[config.mk]
export PLATFORM = sky130hd
export DESIGN_NAME = mode_ctrl_mc
export DESIGN_NICKNAME = d
export VERILOG_FILES = /design/src/rtl/mode_ctrl_mc.sv
export SDC_FILE = /design/constraint.sdc
export NUM_CORES = 1
export LEC_CHECK = 0
export ABC_AREA = 1
export CORE_UTILIZATION = 43
export DETAILED_ROUTE_END_ITERATION = 10
export HOLD_SLACK_MARGIN = 0.06
export PLACE_DENSITY = 0.67
export SETUP_SLACK_MARGIN = 0.5
export SYNTH_ARGS = -nofsm -noshare
export SYNTH_HDL_FRONTEND = slang
export SYNTH_SLANG_ARGS = --single-unit
[constraint.sdc]
create_clock -name clk_i -period 4 [get_ports clk_i]
set_input_delay 0.8 -clock clk_i [delete_from_list [all_inputs] [get_ports clk_i]]
set_output_delay 0.8 -clock clk_i [all_outputs]
set_load 0.01 [all_outputs]
[src/rtl/mode_ctrl_mc.sv]
// Multi-channel VCSEL mode controller: shadow/active config, STOP/WARMUP/RUN sequencing,
// manual or round-robin DAC sweep, all emission gated by temp_good_i.
module mode_ctrl_mc #(
    parameter int          NCH        = 4,
    parameter int          DAC_W      = 14,
    parameter int          CNT_W      = 16,
    parameter int          WARMUP_CYC = 20000,
    parameter logic [1:0]  CFG_BASE   = 2'b11,
    localparam int         CH_W       = (NCH > 1) ? $clog2(NCH) : 1
) (
    input  logic              clk_i,
    input  logic              rst_i_n,
    input  logic              temp_good_i,
    input  logic [9:0]        const_addr,
    input  logic [64:0]       const_data,
    output logic [NCH-1:0]    vcsel_o_n,
    output logic              run_stb_o,
    output logic [DAC_W-1:0]  dac,
    output logic [CH_W-1:0]   ch_o,
    output logic [2:0]        sw_mode,
    output logic              cfg_err_o
);
    typedef enum logic [2:0] {ST_STOP = 3'b100, ST_WARM = 3'b010, ST_RUN = 3'b001} state_t;

    localparam int WW = (WARMUP_CYC > 1) ? $clog2(WARMUP_CYC) : 1;
    localparam logic [WW-1:0] WARM_LAST = WW'(WARMUP_CYC - 1);
    localparam int USED_W = (DAC_W > CNT_W) ? ((DAC_W > NCH) ? DAC_W : NCH)
                                            : ((CNT_W > NCH) ? CNT_W : NCH);
    localparam logic [7:0] A_DAC_MAN = 8'd10, A_OP_MODE = 8'd11, A_MODE_CTRL = 8'd12,
                           A_MAX = 8'd13, A_MIN = 8'd14, A_SWITCH = 8'd15,
                           A_STEP = 8'd16, A_STEP_DIV = 8'd17;

    logic [DAC_W-1:0] sh_dac_man_q, sh_dac_man_d, act_dac_man_q, act_dac_man_d;
    logic [2:0]       sh_op_q, sh_op_d, act_op_q, act_op_d;
    logic [NCH-1:0]   sh_mask_q, sh_mask_d, act_mask_q, act_mask_d;
    logic [DAC_W-1:0] sh_max_q, sh_max_d, act_max_q, act_max_d;
    logic [DAC_W-1:0] sh_min_q, sh_min_d, act_min_q, act_min_d;
    logic [DAC_W-1:0] sh_step_q, sh_step_d, act_step_q, act_step_d;
    logic [CNT_W-1:0] sh_div_q, sh_div_d, act_div_q, act_div_d;
    logic             lock_q, lock_d, err_q, err_d;
    state_t           state_q, state_d;
    logic [WW-1:0]    warm_q, warm_d;
    logic [DAC_W-1:0] swp_dac_q, swp_dac_d;
    logic [CH_W-1:0]  swp_ch_q, swp_ch_d, first_ch, next_ch;
    logic [CNT_W-1:0] div_q, div_d;
    logic             stb_q, stb_d;
    logic             wr_en, commit, enter_run;
    logic             is_man, is_swp, swp_ok;
    logic [DAC_W-1:0] step_eff;
    logic [DAC_W:0]   swp_sum;
    logic [NCH-1:0]   vcsel_raw;
    logic             unused_data;

    assign unused_data = ^const_data[64:USED_W];
    assign is_man   = (act_op_q == 3'b001);
    assign is_swp   = (act_op_q == 3'b011);
    assign swp_ok   = (act_min_q <= act_max_q) && (|act_mask_q);
    assign step_eff = (act_step_q == '0) ? DAC_W'(1) : act_step_q;
    assign swp_sum  = {1'b0, swp_dac_q} + {1'b0, step_eff};

    always_comb begin
        sh_dac_man_d = sh_dac_man_q;  act_dac_man_d = act_dac_man_q;
        sh_op_d      = sh_op_q;       act_op_d      = act_op_q;
        sh_mask_d    = sh_mask_q;     act_mask_d    = act_mask_q;
        sh_max_d     = sh_max_q;      act_max_d     = act_max_q;
        sh_min_d     = sh_min_q;      act_min_d     = act_min_q;
        sh_step_d    = sh_step_q;     act_step_d    = act_step_q;
        sh_div_d     = sh_div_q;      act_div_d     = act_div_q;
        lock_d       = lock_q;
        err_d        = err_q;
        wr_en  = (const_addr[9:8] == CFG_BASE);
        commit = wr_en && (const_addr[7:0] == A_SWITCH) && !const_data[0] && lock_q;
        if (wr_en) begin
            case (const_addr[7:0])
                A_DAC_MAN:   sh_dac_man_d = const_data[DAC_W-1:0];
                A_OP_MODE:   sh_op_d      = const_data[2:0];
                A_MODE_CTRL: sh_mask_d    = const_data[NCH-1:0];
                A_MAX:       sh_max_d     = const_data[DAC_W-1:0];
                A_MIN:       sh_min_d     = const_data[DAC_W-1:0];
                A_SWITCH:    lock_d       = const_data[0];
                A_STEP:      sh_step_d    = const_data[DAC_W-1:0];
                A_STEP_DIV:  sh_div_d     = const_data[CNT_W-1:0];
                default:     ;
            endcase
        end
        // Error is judged once at commit; the active set cannot change until the next one.
        if (commit) begin
            act_dac_man_d = sh_dac_man_q;
            act_op_d      = sh_op_q;
            act_mask_d    = sh_mask_q;
            act_max_d     = sh_max_q;
            act_min_d     = sh_min_q;
            act_step_d    = sh_step_q;
            act_div_d     = sh_div_q;
            err_d = (sh_op_q == 3'b011) && ((sh_min_q > sh_max_q) || (sh_mask_q == '0));
        end
    end

    // Descending scans: the last hit wins, giving the lowest qualifying index.
    always_comb begin
        first_ch = '0;
        for (int i = NCH - 1; i >= 0; i--)
            if (act_mask_q[i]) first_ch = CH_W'(i);
        next_ch = first_ch;
        for (int i = NCH - 1; i >= 0; i--)
            if (act_mask_q[i] && (i > int'(swp_ch_q))) next_ch = CH_W'(i);
    end

    always_comb begin
        state_d   = state_q;
        warm_d    = '0;
        swp_dac_d = swp_dac_q;
        swp_ch_d  = swp_ch_q;
        div_d     = div_q;
        stb_d     = 1'b0;
        case (state_q)
            ST_STOP: if (!lock_q) state_d = ST_WARM;
            ST_WARM: begin
                if (warm_q == WARM_LAST) state_d = ST_RUN;
                else                     warm_d  = warm_q + 1'b1;
            end
            ST_RUN:  ;
            default: state_d = ST_STOP;
        endcase
        if (!temp_good_i || commit) begin
            state_d = ST_STOP;
            warm_d  = '0;
        end
        enter_run = (state_q == ST_WARM) && (state_d == ST_RUN);
        if (enter_run) begin
            swp_dac_d = act_min_q;
            swp_ch_d  = first_ch;
            div_d     = '0;
            stb_d     = 1'b1;
        end else if ((state_q == ST_RUN) && is_swp && swp_ok && !lock_q) begin
            if (div_q == act_div_q) begin
                div_d = '0;
                if (swp_sum > {1'b0, act_max_q}) begin
                    swp_dac_d = act_min_q;
                    swp_ch_d  = next_ch;
                    stb_d     = 1'b1;
                end else begin
                    swp_dac_d = swp_sum[DAC_W-1:0];
                end
            end else begin
                div_d = div_q + 1'b1;
            end
        end
    end

    always_comb begin
        vcsel_raw = '1;
        dac       = '0;
        ch_o      = '0;
        run_stb_o = 1'b0;
        if ((state_q == ST_RUN) && !lock_q) begin
            if (is_man) begin
                dac = act_dac_man_q;
                if (|act_mask_q) begin
                    ch_o = first_ch;
                    vcsel_raw[first_ch] = 1'b0;
                end
            end else if (is_swp) begin
                if (swp_ok) begin
                    dac       = swp_dac_q;
                    ch_o      = swp_ch_q;
                    run_stb_o = stb_q;
                    vcsel_raw[swp_ch_q] = 1'b0;
                end else begin
                    dac = act_min_q;
                end
            end
        end
    end

    assign vcsel_o_n = temp_good_i ? vcsel_raw : '1;
    assign sw_mode   = state_q;
    assign cfg_err_o = err_q;

    always_ff @(posedge clk_i) begin
        if (!rst_i_n) begin
            sh_dac_man_q <= '0;  act_dac_man_q <= '0;
            sh_op_q      <= '0;  act_op_q      <= '0;
            sh_mask_q    <= '1;  act_mask_q    <= '1;
            sh_max_q     <= '1;  act_max_q     <= '1;
            sh_min_q     <= '0;  act_min_q     <= '0;
            sh_step_q    <= '0;  act_step_q    <= '0;
            sh_div_q     <= '0;  act_div_q     <= '0;
            lock_q       <= 1'b0;
            err_q        <= 1'b0;
            state_q      <= ST_STOP;
            warm_q       <= '0;
            swp_dac_q    <= '0;
            swp_ch_q     <= '0;
            div_q        <= '0;
            stb_q        <= 1'b0;
        end else begin
            sh_dac_man_q <= sh_dac_man_d;  act_dac_man_q <= act_dac_man_d;
            sh_op_q      <= sh_op_d;       act_op_q      <= act_op_d;
            sh_mask_q    <= sh_mask_d;     act_mask_q    <= act_mask_d;
            sh_max_q     <= sh_max_d;      act_max_q     <= act_max_d;
            sh_min_q     <= sh_min_d;      act_min_q     <= act_min_d;
            sh_step_q    <= sh_step_d;     act_step_q    <= act_step_d;
            sh_div_q     <= sh_div_d;      act_div_q     <= act_div_d;
            lock_q       <= lock_d;
            err_q        <= err_d;
            state_q      <= state_d;
            warm_q       <= warm_d;
            swp_dac_q    <= swp_dac_d;
            swp_ch_q     <= swp_ch_d;
            div_q        <= div_d;
            stb_q        <= stb_d;
        end
    end
endmodule

==> results of run 1 <==
==> sequential cells by signal, summed over array words and instances, names as in the netlist, 4 cells and up <==
signal / count
act_dac_man_q: 14
act_div_q: 16
act_mask_q: 4
act_max_q: 14
act_min_q: 14
act_step_q: 14
div_q: 16
sh_dac_man_q: 14
sh_div_q: 16
sh_mask_q: 4
sh_max_q: 14
sh_min_q: 14
sh_step_q: 14
swp_dac_q: 14
warm_q: 15
==> cell usage in the layout (no fill, tap or decap), types with 3 or more instances in the layout <==
cell	count
nand2_2	11
o21ai_1	9
nand4_1	52
xor2_1	18
inv_2	21
nand3_1	111
clkdlybuf4s50_1	31
a21oi_4	6
nor3b_1	3
clkbuf_1	6
nor2_2	5
clkbuf_16	23
a21oi_2	13
o21ai_0	134
inv_1	160
ha_4	5
o211ai_1	9
nor2_4	5
buf_4	30
clkbuf_8	3
nor3_1	15
buf_2	16
a21o_1	3
dfxtp_2	12
nor2_1	129
xnor2_1	19
o21ai_2	9
dfxtp_1	199
a21oi_1	174
ha_1	52
buf_16	3
clkinv_2	4
nand3_2	4
nand2_1	223
==> what timing repair did <==
item | 4_1_cts | 5_1_grt
resized for setup | 124 | 73
setup buffers | 3 | 4
hold buffers | 0 | 0
setup endpoints to repair | 38 | 38
pin swaps | 17 | 25
gates cloned | 4 | 0
==> cell families (layout without fill, tap and decap cells) <==
logic type	after synthesis	in the layout	synth area share
flops	211	211	0.390
buf+inv	268	316	0.0973
fa+ha+maj	59	59	0.0688
xor+xnor	37	37	0.0299
compound gates	368	368	0.176
simple gates	573	573	0.238
==> stage by stage <==
| step | util | setup WS (ns) |
|---|---|---|
| after floorplan | - | 0.639 |
| after global placement | 0.473 | 0.259 |
| after detailed placement | 0.473 | 0.188 |
| after CTS | 0.512 | 0.421 |
| after global routing | 0.522 | 0.301 |
| final | 0.522 | 0.441 |
==> layer usage <==
layer / track usage / up-vias / part of all wire
met5: 0 / - / 0
met4: 0.0660 / 0 / 0.027
met3: 0.0284 / 56 / 0.052
met2: 0.376 / 257 / 0.45
met1: 0.305 / 4620 / 0.47
li1: - / 5114 / -
==> final timing paths <==
kind	cells past startpoint	from	slack (ns)	to
min reg2reg	1	warm_q[0]$_SDFF_PP0_	0.44	warm_q[0]$_SDFF_PP0_
min	1	warm_q[0]$_SDFF_PP0_	0.44	warm_q[0]$_SDFF_PP0_
max reg2reg	20	act_step_q[9]$_SDFFE_PN0P_	0.51	swp_dac_q[2]$_SDFFE_PN0P_
max	15	act_max_q[13]$_SDFFE_PN1P_	0.44	dac[6]
==> final cells by class <==
| type | count | area, um^2 |
|---|---|---|
| Clock buffer | 32 | 639 |
| Clock inverter | 10 | 114 |
| Inverter | 184 | 703 |
| Sequential cell | 211 | 4240 |
| Multi-Input combinational cell | 1037 | 5890 |
| Tap cell | 324 | 405 |
| Fill cell | 2421 | 11700 |
| Timing Repair inverter | 1 | 16.3 |
| Timing Repair Buffer | 89 | 802 |
==> critical path, cell delays in order (launching register included) <==
cell	delay, ns
dfxtp_2	0.32
inv_2	0.05
ha_4	0.27
nand2_4	0.06
nor2_4	0.12
inv_2	0.05
nor2_4	0.12
nand4_1	0.15
nand2_4	0.14
nand2_8	0.10
buf_4	0.17
buf_16	0.14
a21oi_2	0.14
o21ai_2	0.09
a21oi_1	0.15
buf_2	0.15
==> power by group <==
group	switching [mW]	internal, mW
sequential	0.00160	2.10
combinational	0.0870	0.0429
clock	0.872	1.25
total	0.961	3.40
==> flow_summary.json, run 1 <==
{
  "status": "completed",
  "fin_crit_sh": 0.890,
  "start_kind": "flop",
  "cts_buffers": 23,
  "grt_overflow": 0,
  "cts_tree": "built",
  "io_buffers": 53,
  "syn_avg_cell_area_um2": 7.14,
  "dr.pass1.iters": 5,
  "vias_per_cell": 5.32,
  "grt_pass1_vias": 9382,
  "syn_nets": 1653,
  "grt_first_pass_wirelength_um": 47200,
  "clock_latency_ns": 0.53,
  "yosysWarnings": 0,
  "stdcell_count": 1888,
  "wirelength_um": 29200,
  "grt_usage": 0.226,
  "max_cap_violations": 0,
  "total_power_mw": 4.36,
  "yosysSeqAreaShare": 0.390,
  "crit_fanout": 7,
  "core_area_um2": 24500,
  "synth_edf_count": 0,
  "slew_violations": 0,
  "place_congestion": 0.871,
  "fp.dieH_um": 161,
  "relSlewSlack": 0.358,
  "placed_cell_area_um2": 11600,
  "placedCellCount": 1835,
  "cp.arrival_ns": 2.76,
  "final_nets": 1684,
  "post_drt_wl_per_cell_um": 15.5,
  "yosysUniqueCellTypes": 45,
  "critical_path_required_ns": 3.20,
  "remaining_drc_errors": 0,
  "die_w_um": 161,
  "dp_hpwl_um": 20700,
  "worst_pin_slew_ns": 0.961,
  "clockRootBuffer": "clkbuf_16",
  "p_per_area_nw_per_um2": 340,
  "hold_class": "reg -> reg",
  "h-tree-depth": 1,
  "power_leakage_nw": 5.54,
  "dieArea_um2": 25800,
  "syn_to_final_growth_pct": 18.3,
  "synth_flop_cell": "dfxtp_1",
  "yosysTopAreaCell": "dfxtp_1",
  "clock_skew_ns": 0.0380,
  "min_period_ns": 3.56,
  "drtAntennaViolNets": 0,
  "holdWs_ns": 0.442,
  "drive_above_1_share": 0.127,
  "cts.clk_slew.worst_paths_ns": 0.06,
  "synth_top_area_frac": 0.390,
  "fin_area_um2": 12800,
  "clock_sinks": 211,
  "drt_iter0_drc": 689,
  "io_pins": 103,
  "syn-instance-count": 1516,
  "hold_viol": 0,
  "yosys-top-cells-area": "dfxtp_1 (39%), a21oi_1 (8.9%), nand2_1 (8.1%), o21ai_0 (6.8%), ha_1 (6.7%)",
  "yosys.cell_count.top_type": "nand2_1",
  "setup_viol": 0,
  "fin_setup_tns_ns": 0,
  "synthTopCellsByCount": "nand2_1 (233), dfxtp_1 (211), a21oi_1 (193)",
  "rsz0062_at_grt": "yes",
  "fmax_ghz": 0.281,
  "vias": 10047,
  "antenna_found_initial": 0,
  "synth_seq_cells": 211,
  "cts_buffer_depth": 3,
  "start_util": 0.442,
  "synthArstFlopShare": 0,
  "max-vdd-ir-drop_uv": 266,
  "endpoint_kind": "output pin",
  "rows": 57,
  "critPathKind": "reg -> out",
  "syn-cell-area_um2": 10800,
  "grt_max_degree": 63,
  "antenna_cells": 0
}
Power figures use the tool's default switching activity.
==> run 2, diff against run 1 <==
- CORE_UTILIZATION: 43 -> 40
- GPL_ROUTABILITY_DRIVEN: not set -> 0
- PLACE_DENSITY: 0.67 -> 0.63
- SLEW_MARGIN: not set -> 30
==> run 2 against run 1 <==
  * The flow now finishes with violations (DRC)
  * Global-route usage shrank 1.0 points
  * Largest cell class unchanged
  * Clock power is essentially flat
  * Critical endpoint is now dac[10]
  * Setup slack gained 0.0072 ns
  * Sequential cell count is the same
  * Non-clock buffer count grew 18
  * Worst hold slack gained 0.011 ns
  * Register-to-register slack lost 0.02 ns
  * Sequential power is essentially flat
  * First-iteration DRC count shrank 2.3%
  * Via count grew 1.7%
  * Final area grew 2.4%
==> flow_summary.json, run 2 (synthesized netlist as in run 1, its figures left out) <==
{
  "rows": 59,
  "placed_cell_area_um2": 11700,
  "rsz0062_at_grt": "yes",
  "cp-startpoint": "act_max_q[9]$_SDFFE_PN1P_",
  "hold_class": "reg -> reg",
  "drt_iter0_drc": 673,
  "io_pins": 103,
  "violations": "DRC",
  "fin_area_um2": 13100,
  "worst_path_max_delay_cell": "dfxtp_2",
  "clock_skew_ns": 0.0296,
  "cp.arrival_ns": 2.75,
  "h-tree-depth": 1,
  "reg.largest.list": "act_div_q (16), div_q (16), sh_div_q (16)",
  "syn_to_final_growth_pct": 21.1,
  "hold-path-cell-count": 2,
  "fin_crit_sh": 0.888,
  "crit_fanout": 6,
  "final_nets": 1703,
  "layout_common_cells": "nand2_1 (223), dfxtp_1 (195), a21oi_1 (169), inv_1 (159), o21ai_0 (133)",
  "start_util": 0.412,
  "clock_latency_ns": 0.54,
  "fin_ws_ns": 0.448,
  "grt_max_degree": 110,
  "timing.rr.start": "act_step_q[1]$_SDFFE_PN0P_",
  "cts_buffer_depth": 3,
  "wirelength_um": 30700,
  "vias": 10216,
  "max_cap_violations": 0,
  "grt_usage": 0.216,
  "crit_top_cell": "a21oi_2",
  "fillCellCount": 2547,
  "remaining_drc_errors": 1,
  "critical_path_required_ns": 3.20,
  "post_drt_wl_per_cell_um": 16.0,
  "fp.dieH_um": 167,
  "p_per_area_nw_per_um2": 333,
  "drtAntennaViolNets": 0,
  "dieArea_um2": 27700,
  "clock_sinks": 211,
  "io_buffers": 53,
  "r2r_cells": 22,
  "clockRootBuffer": "clkbuf_16",
  "die_w_um": 167,
  "grt_first_pass_wirelength_um": 48900,
  "endpoint_kind": "output pin",
  "cts_tree": "built",
  "antenna_found_initial": 1,
  "fmax_ghz": 0.282,
  "status": "finished, violations left",
  "max-vdd-ir-drop_uv": 265,
  "critPathKind": "reg -> out",
  "slew_violations": 0,
  "fin_setup_tns_ns": 0,
  "dr.pass1.iters": 9,
  "worst_path_largest_cell_delay_ns": 0.32,
  "drive_above_1_share": 0.153,
  "core_area_um2": 26300,
  "post-place-ws_ns": 0.171,
  "cts.clk_slew.worst_paths_ns": 0.06,
  "start_kind": "flop",
  "cp-endpoint": "dac[10]",
  "grt_pass1_vias": 9564,
  "min_period_ns": 3.55,
  "power_leakage_nw": 5.61,
  "rr_endpoint": "swp_dac_q[13]$_SDFFE_PN0P_",
  "final_common_cell": "nand2_1",
  "antenna_cells": 0,
  "path_cells": "inv_2 > ha_4 > a21oi_1 > nand2_1 > a21oi_2 > nand2_1 > nand2_2 > nand2_8 > clkbuf_16 > buf_4 > a21oi_2 > o21ai_2 > a21oi_2 > buf_2",
  "setup_viol": 0,
  "cts_buffers": 24,
  "vias_per_cell": 5.33,
  "relSlewSlack": 0.522,
  "hold_viol": 0,
  "grt_overflow": 0,
  "dp_hpwl_um": 21000,
  "r2r_slack_ns": 0.49,
  "worst_pin_slew_ns": 0.716,
  "ctsHoldBuffers": 0
}
==> run 2: final cells by class <==
| type | count | area [um^2] | area share |
|---|---|---|---|
| clock buffers | 32 | 661 | 0.0504 |
| clock inverters | 10 | 88.8 | 0.00677 |
| inverters | 184 | 708 | 0.0540 |
| multi-input cells | 1037 | 5990 | 0.456 |
| flip-flops and latches | 211 | 4250 | 0.324 |
| well taps | 335 | 419 | 0.0320 |
| repair buffers | 107 | 988 | 0.0754 |
| repair inverters | 1 | 16.3 | 0.00124 |
==> run 2: worst min-delay path by stage <==
stage | slack, ns | endpoint | startpoint
after floorplan | 0.42 | warm_q[0]$_SDFF_PP0_ | warm_q[0]$_SDFF_PP0_
after global placement | 0.43 | warm_q[0]$_SDFF_PP0_ | warm_q[0]$_SDFF_PP0_
after detailed placement | 0.44 | act_step_q[0]$_SDFFE_PN0P_ | act_step_q[0]$_SDFFE_PN0P_
after CTS | 0.45 | act_div_q[8]$_SDFFE_PN0P_ | sh_div_q[8]$_SDFFE_PN0P_
after global routing | 0.48 | warm_q[0]$_SDFF_PP0_ | warm_q[0]$_SDFF_PP0_
final | 0.45 | act_div_q[8]$_SDFFE_PN0P_ | sh_div_q[8]$_SDFFE_PN0P_
==> run 2: timing repair <==
| item | CTS | global route |
|---|---|---|
| setup buffers | 5 | 17 |
| pin swaps | 25 | 20 |
| gates cloned | 2 | 3 |
| gates resized for setup | 122 | 99 |
| setup endpoints to repair | 38 | 38 |
==> run 2: routing by layer <==
| layer | vias to the layer above | part of all wire | GRT usage |
|---|---|---|---|
| met5 | - | 0 | 0 |
| met4 | 0 | 0.029 | 0.0616 |
| met3 | 70 | 0.050 | 0.0335 |
| met2 | 258 | 0.46 | 0.358 |
| met1 | 4746 | 0.46 | 0.288 |
| li1 | 5142 | - | - |
==> run 2: power by group <==
group	internal, mW	switching [mW]
registers	2.10	0.00168
logic	0.0449	0.0892
clock network	1.22	0.907
==> run 2: through the flow <==
step                      hold WS (ns)  utilization  power (mW)  instances
after floorplan                  0.418            -        2.21       1516
after global placement           0.431        0.444        2.28       1848
after detailed placement         0.444        0.444        2.28       1848
after CTS                        0.454        0.484        4.40       1897
after global routing             0.475        0.499        4.50       1917
final                            0.453        0.499        4.37       1917
==> run 2: critical path, delay by kind of cell (launching register included) <==
family                   cells  cell delay, ns
AND/OR/NAND/NOR              4            0.41
adder cells (fa/ha/maj)      1            0.20
flip-flops                   1            0.32
buffers and inverters        4            0.56
AO/OA/AOI/OAI                5            0.72
==> run 3, diff against run 2 <==
- PLACE_DENSITY: 0.63 -> not set
- clock period: 4 -> 3.9 ns (I/O delays scaled with it)
==> run 3 against run 2 <==
  * The run now ends clean
  * Non-clock buffer count increased by 4
  * First-iteration DRC count is 3.7% higher
  * Wire length grew 0.33%
  * Highest routed layer unchanged
  * Largest cell class unchanged
  * Critical path depth up 7
  * Global-route usage increased by 0.18 points
  * Critical path type is now reg -> reg
  * Final area up 1.0%
  * Sequential share of layout area is 0.34 points lower
  * Power increased by 0.66%
==> flow_summary.json, run 3 (synthesized netlist as in run 1, its figures left out) <==
{
  "fmax_ghz": 0.274,
  "clock_latency_ns": 0.52,
  "vias_per_cell": 5.28,
  "reg.largest.list": "act_div_q (16), div_q (16), sh_div_q (16)",
  "dp_hpwl_um": 21200,
  "cp.arrival_ns": 4.05,
  "rsz0062_at_grt": "yes",
  "drive_above_1_share": 0.170,
  "crit_fanout": 6,
  "max-vdd-ir-drop_uv": 280,
  "grt_pass1_vias": 9386,
  "antenna_found_initial": 1,
  "core_area_um2": 26300,
  "power_leakage_nw": 5.66,
  "path_cells": "inv_1 > nand4_1 > o41ai_2 > ha_2 > inv_2 > fa_2 > inv_2 > nand3_2 > nand3_4 > nand2_4 > nand3_2 > nand2_2 > ha_4 > nand2_4 > nor2_4 > nand4_1 > a21oi_2 > nand4_4 > buf_6 > nand4_1 > nand3_1",
  "cp_num_buf_inv": 4,
  "fin_setup_tns_ns": 0,
  "final_nets": 1707,
  "switching_share": 0.224,
  "post_drt_wl_per_cell_um": 16.0,
  "holdWs_ns": 0.448,
  "power_frac_seq": 0.491,
  "start_kind": "flop",
  "dieArea_um2": 27700,
  "cts_tree": "built",
  "combPwrFrac": 0.031,
  "drt_iter0_drc": 698,
  "h-tree-depth": 1,
  "worst_pin_slew_ns": 0.933,
  "p_per_area_nw_per_um2": 332,
  "start_util": 0.412,
  "grt_usage": 0.217,
  "io_pins": 103,
  "vias": 10148,
  "grt_max_degree": 101,
  "hold_viol": 0,
  "clock_skew_ns": 0.0262,
  "power_switching_mw": 0.985,
  "ctsHoldBuffers": 0,
  "cts_buffers": 24,
  "crit_top_cell": "nand4_1",
  "fin_crit_sh": 0.934,
  "relSlewSlack": 0.378,
  "slew_violations": 0,
  "die_w_um": 167,
  "path_delay_family": "simple AND/OR/NAND/NOR gates",
  "remaining_drc_errors": 0,
  "grt_first_pass_wirelength_um": 48900,
  "final_common_cell": "nand2_1",
  "status": "completed",
  "critical_path_required_ns": 4.30,
  "worst_path_largest_cell_delay_ns": 0.37,
  "intPower_mw": 3.41,
  "cts_buffer_depth": 3,
  "r2r_slack_ns": 0.26,
  "min_period_ns": 3.64,
  "drtAntennaViolNets": 0,
  "setup_viol": 0,
  "syn_to_final_growth_pct": 22.3,
  "hold_class": "reg -> reg",
  "pwr-share-clk": 0.478,
  "clock_sinks": 211,
  "dr.pass1.iters": 5,
  "clockRootBuffer": "clkbuf_16",
  "wirelength_um": 30800,
  "critPathKind": "reg -> reg",
  "endpoint_kind": "flop",
  "cts.clk_slew.worst_paths_ns": 0.06,
  "fillCellCount": 2580,
  "worst_path_max_delay_cell": "fa_2",
  "max_cap_violations": 0,
  "layout_common_cells": "nand2_1 (219), dfxtp_1 (193), a21oi_1 (161), inv_1 (151), o21ai_0 (133)",
  "grt_overflow": 0,
  "rows": 59,
  "io_buffers": 53,
  "fp.dieH_um": 167,
  "antenna_cells": 0
}
## run 3: worst paths after layout
kind / from / end / cells after the start
worst min register to register: warm_q[0]$_SDFF_PP0_ / warm_q[0]$_SDFF_PP0_ / 1
worst max register to register: act_step_q[12]$_SDFFE_PN0P_ / swp_dac_q[11]$_SDFFE_PN0P_ / 21
worst max-delay path: act_step_q[12]$_SDFFE_PN0P_ / swp_dac_q[11]$_SDFFE_PN0P_ / 21
worst min-delay path: warm_q[0]$_SDFF_PP0_ / warm_q[0]$_SDFF_PP0_ / 1
## run 3: repair_timing
| action | 4_1_cts | 5_1_grt |
|---|---|---|
| buffers inserted | 16 | 5 |
| endpoints found under the setup margin | 38 | 38 |
| endpoints found under the hold margin | 0 | 0 |
| pin swaps | 47 | 46 |
| resized for setup | 173 | 97 |
| cloned | 4 | 0 |
## run 3: cell type report
type                            instances  area, um^2  area share
Multi-Input combinational cell       1038        6200       0.468
Sequential cell                       211        4250       0.321
Timing Repair Buffer                  111         966      0.0729
Inverter                              184         703      0.0531
Clock buffer                           36         687      0.0519
Tap cell                              335         419      0.0316
Clock inverter                          6        30.0     0.00227
## run 3: per-layer routing
metal	GRT usage	wire, um	vias to the layer above
met4	0.0535	617	0
met1	0.301	14700	4717
met5	0	0	-
met2	0.358	14100	229
li1	-	-	5160
met3	0.0264	1350	42
## run 3: worst register-to-register path: cells and delay by family (launching register included)
| kind | cells | cell delay, ns |
|---|---|---|
| simple gates | 12 | 1.32 |
| buf+inv | 4 | 0.43 |
| fa+ha+maj | 3 | 0.89 |
| flops | 1 | 0.32 |
| compound gates | 2 | 0.58 |
## run 3: power by group through the flow
| stage | Sequential, mW | Combinational, mW | Clock, mW |
|---|---|---|---|
| floorplan | 2.21 | 0.0617 | 0 |
| global placement | 2.21 | 0.134 | 0 |
| detailed placement | 2.21 | 0.135 | 0 |
| CTS | 2.16 | 0.135 | 2.15 |
| global route | 2.16 | 0.147 | 2.23 |
| finish | 2.16 | 0.136 | 2.10 |
## run 3: per-stage QoR
stage | std cells | power (mW) | util | cell area, um^2 | worst slack [ns]
CTS | 1916 | 4.44 | 0.487 | 12800 | 0.400
floorplan | 1516 | 2.27 | - | 10800 | 0.539
global route | 1921 | 4.54 | 0.504 | 13200 | 0.0555
detailed placement | 1854 | 2.34 | 0.445 | 11700 | 0.0455
global placement | 1854 | 2.34 | 0.445 | 11700 | 0.102
finish | 1921 | 4.40 | 0.504 | 13200 | 0.256
